[config.mk]
export PLATFORM = sky130hd
export DESIGN_NAME = out_matrix_reader
export DESIGN_NICKNAME = d
export VERILOG_FILES = /design/src/rtl/matrix_pkg.sv /design/src/rtl/out_matrix_word_mux.sv /design/src/rtl/out_matrix_reader.sv
export SDC_FILE = /design/constraint.sdc
export NUM_CORES = 1
export LEC_CHECK = 0
export ABC_AREA = 1
export CAP_MARGIN = 20
export CORE_MARGIN = 8
export CORE_UTILIZATION = 45
export DETAILED_ROUTE_END_ITERATION = 10
export GPL_TIMING_DRIVEN = 0
export MAX_ROUTING_LAYER = met4
export PLACE_DENSITY = 0.73
export SLEW_MARGIN = 20
export SYNTH_ARGS = -nofsm -noshare
export SYNTH_HDL_FRONTEND = slang
export SYNTH_SLANG_ARGS = --single-unit
[constraint.sdc]
create_clock -name clk -period 24.1 [get_ports clk]
set_input_delay 4.82 -clock clk [delete_from_list [all_inputs] [get_ports clk]]
set_output_delay 4.82 -clock clk [all_outputs]
set_load 0.02 [all_outputs]
[src/rtl/matrix_pkg.sv]
// Shared types and helpers for the matrix result read window.
package matrix_pkg;

  typedef enum logic {
    EMPTY = 1'b0,
    FULL  = 1'b1
  } state_e;

  localparam int STAT_FULL_BIT = 0;
  localparam int STAT_OVR_BIT  = 1;

  function automatic int word_bytes(input int bits, input int width);
    return (width * bits) / 8;
  endfunction

  function automatic logic in_window(input logic [31:0] addr,
                                     input logic [31:0] base,
                                     input logic [31:0] len);
    return (addr >= base) && (addr < base + len);
  endfunction

endpackage

[src/rtl/out_matrix_word_mux.sv]
// Word select from the snapshot buffer; column-major (transposed) order when
// OUT_MATRIX_TRANSPOSE_EN is defined, row-major otherwise.
module out_matrix_word_mux #(
  parameter int BITS  = 8,
  parameter int N     = 8,
  parameter int WIDTH = 4,
  parameter int IDX_W = 4
) (
  input  logic [N*N*BITS-1:0]   mat_i,
  input  logic [IDX_W-1:0]      idx_i,
  output logic [WIDTH*BITS-1:0] word_o
);

  localparam int WORD_W = WIDTH * BITS;
  localparam int WORDS  = (N * N) / WIDTH;

  always_comb begin
    word_o = '0;
    for (int w = 0; w < WORDS; w++) begin
      if (idx_i == IDX_W'(w)) begin
`ifdef OUT_MATRIX_TRANSPOSE_EN
        // Linear position p = w*WIDTH+j maps to row p%N, col p/N of C.
        for (int j = 0; j < WIDTH; j++) begin
          word_o[j*BITS +: BITS] =
            mat_i[((((w*WIDTH + j) % N) * N) + ((w*WIDTH + j) / N))*BITS +: BITS];
        end
`else
        word_o = mat_i[w*WORD_W +: WORD_W];
`endif
      end
    end
  end

endmodule

[src/rtl/out_matrix_reader.sv]
// Snapshots the multiplier result and serves it as bus words with read tracking,
// drain/overrun status. Define OUT_MATRIX_TRANSPOSE_EN to serve C^T.
module out_matrix_reader
  import matrix_pkg::*;
#(
  parameter int BITS       = 8,
  parameter int N          = 8,
  parameter int WIDTH      = 4,
  parameter int ADDR_WIDTH = 10,
  parameter int OFFSET     = 0
) (
  input  logic                   clk,
  input  logic                   rst,
  input  logic [N*N*BITS-1:0]    in_all,
  input  logic                   load,
  input  logic [ADDR_WIDTH-1:0]  addr,
  input  logic                   rd_en,
  output logic [WIDTH*BITS-1:0]  rd_data,
  output logic                   rd_valid,
  output logic                   full,
  output logic                   drained
);

  localparam int WORD_W     = WIDTH * BITS;
  localparam int WORD_BYTES = word_bytes(BITS, WIDTH);
  localparam int WORDS      = (N * N) / WIDTH;
  localparam int MAT_BYTES  = (N * N * BITS) / 8;
  localparam int STAT_ADDR  = OFFSET + MAT_BYTES;
  localparam int IDX_W      = (WORDS > 1) ? $clog2(WORDS) : 1;

  state_e              state_q, state_d;
  logic [N*N*BITS-1:0] buf_q, buf_d;
  logic [WORDS-1:0]    mask_q, mask_d;
  logic [WORD_W-1:0]   rd_data_q, rd_data_d;
  logic                rd_valid_q, rd_valid_d;
  logic                drained_q, drained_d;
  logic                overrun_q, overrun_d;

  logic [31:0]         addr32;
  logic                mat_hit, stat_hit;
  logic [IDX_W-1:0]    idx;
  logic [WORD_W-1:0]   mat_word, stat_word;
  logic [WORDS-1:0]    mask_set;

  assign addr32   = 32'(addr);
  assign mat_hit  = rd_en && in_window(addr32, 32'(OFFSET), 32'(MAT_BYTES));
  assign stat_hit = rd_en && (addr32 == 32'(STAT_ADDR));
  assign idx      = IDX_W'((addr32 - 32'(OFFSET)) / 32'(WORD_BYTES));
  assign mask_set = mask_q | (WORDS'(1) << idx);

  out_matrix_word_mux #(
    .BITS  (BITS),
    .N     (N),
    .WIDTH (WIDTH),
    .IDX_W (IDX_W)
  ) u_word_mux (
    .mat_i  (buf_q),
    .idx_i  (idx),
    .word_o (mat_word)
  );

  always_comb begin
    stat_word                = '0;
    stat_word[STAT_FULL_BIT] = (state_q == FULL);
    stat_word[STAT_OVR_BIT]  = overrun_q;
  end

  always_comb begin
    state_d    = state_q;
    buf_d      = buf_q;
    mask_d     = mask_q;
    rd_data_d  = rd_data_q;
    rd_valid_d = 1'b0;
    drained_d  = 1'b0;
    overrun_d  = overrun_q;

    if (mat_hit) begin
      rd_data_d  = mat_word;
      rd_valid_d = 1'b1;
    end else if (stat_hit) begin
      rd_data_d  = stat_word;
      rd_valid_d = 1'b1;
      overrun_d  = 1'b0;
    end

    // A load always wins: it discards any same-cycle mask update and drain.
    if (load) begin
      buf_d   = in_all;
      mask_d  = '0;
      state_d = FULL;
      if (state_q == FULL) overrun_d = 1'b1;
    end else if (mat_hit && state_q == FULL) begin
      if (&mask_set) begin
        mask_d    = '0;
        state_d   = EMPTY;
        drained_d = 1'b1;
      end else begin
        mask_d = mask_set;
      end
    end
  end

  always_ff @(posedge clk or posedge rst) begin
    if (rst) begin
      state_q    <= EMPTY;
      buf_q      <= '0;
      mask_q     <= '0;
      rd_data_q  <= '0;
      rd_valid_q <= 1'b0;
      drained_q  <= 1'b0;
      overrun_q  <= 1'b0;
    end else begin
      state_q    <= state_d;
      buf_q      <= buf_d;
      mask_q     <= mask_d;
      rd_data_q  <= rd_data_d;
      rd_valid_q <= rd_valid_d;
      drained_q  <= drained_d;
      overrun_q  <= overrun_d;
    end
  end

  assign rd_data  = rd_data_q;
  assign rd_valid = rd_valid_q;
  assign full     = (state_q == FULL);
  assign drained  = drained_q;

endmodule
==> impl_metrics.toml <==
[run_status]
outcome = "completed"

[global_routing]
grt_use_met2 = 0.5152
busiest_layer = "met2"
grt_max_degree = 101
grt_pass1_vias = 24070
grt_use_met1 = 0.4244
grt.overflow.total = 0
grt_util_all_layers = 0.3318
grt_pass1_wl_mm = 152.3
antenna_found_initial = 42
grt.met3_usage = 0.06164

[worst_setup_path]
cp-end-kind = "flip-flop"
critical_path.cell_chain = "clkdlybuf4s50_1, clkbuf_1, clkbuf_1, clkbuf_1, clkbuf_1, nand2_1, nand2_1"
cp-startpoint = "load"
worst_r2r_endpoint = "rd_data[10]$_DFFE_PP0P_"
startpoint_type = "input pin"
path_buf_inv = 5
cpPeakStageDelay_ns = 0.79
r2r_setup_slack_ns = 21.66
cp_max_fo = 10
critPathRequiredTime_ns = 24.66
crit_end = "buf_q[479]$_DFFE_PP0P_"
reg2reg_depth = 10
worst_ep_arrival_time_ns = 8.39
r2r_start = "buf_q[10]$_DFFE_PP0P_"
critPathMostFrequentCell = "clkbuf_1"
cp.depth = 7
slowest_stage = "clkbuf_1"
setup.worst_path.class = "input pin to flip-flop"
crit_family = "buffers and inverters"

[routing]
drc = 0
wl_mm = 103.9
wl_per_cell_um = 22.11
ant_nets = 0
vias = 24430
via_per_inst = 5.198
drt_pre_antenna_iters = 5
drt_iter0_drc = 2501

[final_layout]
area_growth_pct = 34.98
finalNetCount = 4390
final_core_util = 0.6124
drive_above_1_share = 0.03174

[yosys]
ys_seq_elements = 564
avgSynthCellArea_um2 = 7.705
synth_edf_count = 0
netlist_area_um2 = 24950
synth_fp_nets = 3764
synth_ff_type = "dfrtp_1"
yosysMostFrequentCell = "nand2_1"
yosysTopAreaCell = "dfrtp_1"
yosys-top-cells-area = "dfrtp_1 (57%), nand2_1 (24%), o21ai_0 (4.6%)"
synthDistinctLibCells = 23
synth_top_area_share = 0.5657
yosys_warnings = 0
syn_inst = 3238
ys_seq_area_frac = 0.5657
synthArstFlopShare = 1.000
synthTopCellsByCount = "nand2_1 (1615), dfrtp_1 (564), inv_1 (231)"

[sta]
slew_violations = 0
hold_viol_final = 0
setup_tns_ns = 0
min_period_over_period = 0.3250
slew_headroom = 0.3477
final-setup-viol-count = 0
rsz0062_at_grt = "no"
fmax_ghz = 0.1277
period_minus_slack_ns = 7.833
skew_ns = 0.02750
setup_ws_ns = 16.27
worst_slew_pin_slew_ns = 0.9784

[pwr]
vdd_drop_max_mv = 0.06365
sw_frac_of_total = 0.2742
power.leakage_nw = 16.37
p_per_area_nw_per_um2 = 70.34
finalPower_w = 0.002369
comb_power_share = 0.158
internal_power_w = 0.001719
switchingPower_w = 0.0006494
seqPwrFrac = 0.455
clkPwrFrac = 0.387

[placed_design]
gp_congestion = 0.9615
io_buffers = 560
place_ws_ns = 15.77
hpwlAfterDp_mm = 82.31

[clock_network]
cts_hold_buf = 0
numCtsBuffers = 58
cts_tree = "done"
postCtsSetupBuffers = 0
cts-resized-gates = 0
clkLatencyLatePin_ns = 0.64
cts_buffer_depth = 3
clock_sinks = 564
path_clk_slew_ns = 0.06
cts-root-buf = "clkbuf_16"
cts_max_level = 2

[floorplan]
die_area_um2 = 63230
core_area_um2 = 54990
die-height_um = 251.5
initial_core_util = 0.4537
ios = 561
die_w_um = 251.5
rows = 86

[run]
cap_violations = 0

[hold_path]
hp-start = "buf_q[315]$_DFFE_PP0P_"
worst_hold_path_type = "flip-flop to flip-flop"
==> sequential cells by signal (all words and copies together) (netlist names) <==
register,count
drained,1
rd_data,32
full,1
overrun_q,1
buf_q,512
rd_valid,1
mask_q,16
==> power groups by stage <==
stage               clock (W)  sequential, W  combinational (W)
finish               0.000916        0.00108           0.000374
global placement            0        0.00109           0.000362
global route         0.000954        0.00109           0.000407
detailed placement          0        0.00109           0.000371
floorplan                   0        0.00110           0.000151
CTS                  0.000918        0.00108           0.000373
==> tightest hold or removal path: stages (launching register included) <==
cell     delay, ns
dfrtp_1       0.34
nand2_1       0.05
nand2_1       0.04
==> how the worst min path moves through the flow <==
stage	to	slack, ns	depth (start not counted)
4_1_cts	buf_q[171]$_DFFE_PP0P_	0.47	2
3_3_place_gp	buf_q[455]$_DFFE_PP0P_	0.45	2
6_report	buf_q[315]$_DFFE_PP0P_	0.47	2
3_5_place_dp	buf_q[433]$_DFFE_PP0P_	0.46	2
2_1_floorplan	buf_q[137]$_DFFE_PP0P_	0.44	2
5_1_grt	buf_q[306]$_DFFE_PP0P_	0.48	2
==> routing by layer <==
metal	routed length, µm	vias up
met5	0	-
met4	4583	0
met3	8939	212
met2	48700	1169
met1	41700	11730
li1	-	11330
==> per-stage QoR <==
stage               instance area [µm²]  cells  hold slack [ns]
floorplan                         24950   3238           0.4422
global placement                  31490   4546           0.4535
detailed placement                31660   4552           0.4583
CTS                               33560   4655           0.4733
global route                      33660   4696           0.4833
finish                            33670   4701           0.4710
==> area by class of cell <==
cell class	instances	area, µm²
Timing Repair Buffer	566	5771
Inverter	234	885.9
Fill cell	4918	21310
Antenna cell	46	115.1
Clock inverter	14	167.7
Sequential cell	564	14110
Multi-Input combinational cell	2268	9279
Clock buffer	89	1729
Buffer	172	678.2
Tap cell	748	935.9
==> layout by cell type (no fill, tap or decap), drive strengths merged <==
master	n
nand2	1615
dfrtp	564
clkdlybuf4s50	560
clkbuf	236
inv	234
o21ai	229
nor2	173
a21oi	100
nand4	80
diode	46
nand3	36
buf	31
clkinv	11
nor4	10
o211ai	9
o22ai	6
nor3	6
bufinv	3
nand3b	2
or2	1
o2111ai	1
==> logic make-up (layout without fill, tap and decap cells) <==
kind of cell           after synthesis  after routing  share of synthesized area
buffers and inverters              406           1075                    0.06234
other                                0             46                          0
AO/OA/AOI/OAI                      345            345                    0.07057
flip-flops                         564            564                     0.5657
AND/OR/NAND/NOR                   1923           1923                     0.3014
Note: power is estimated with default switching activity, not from simulation.
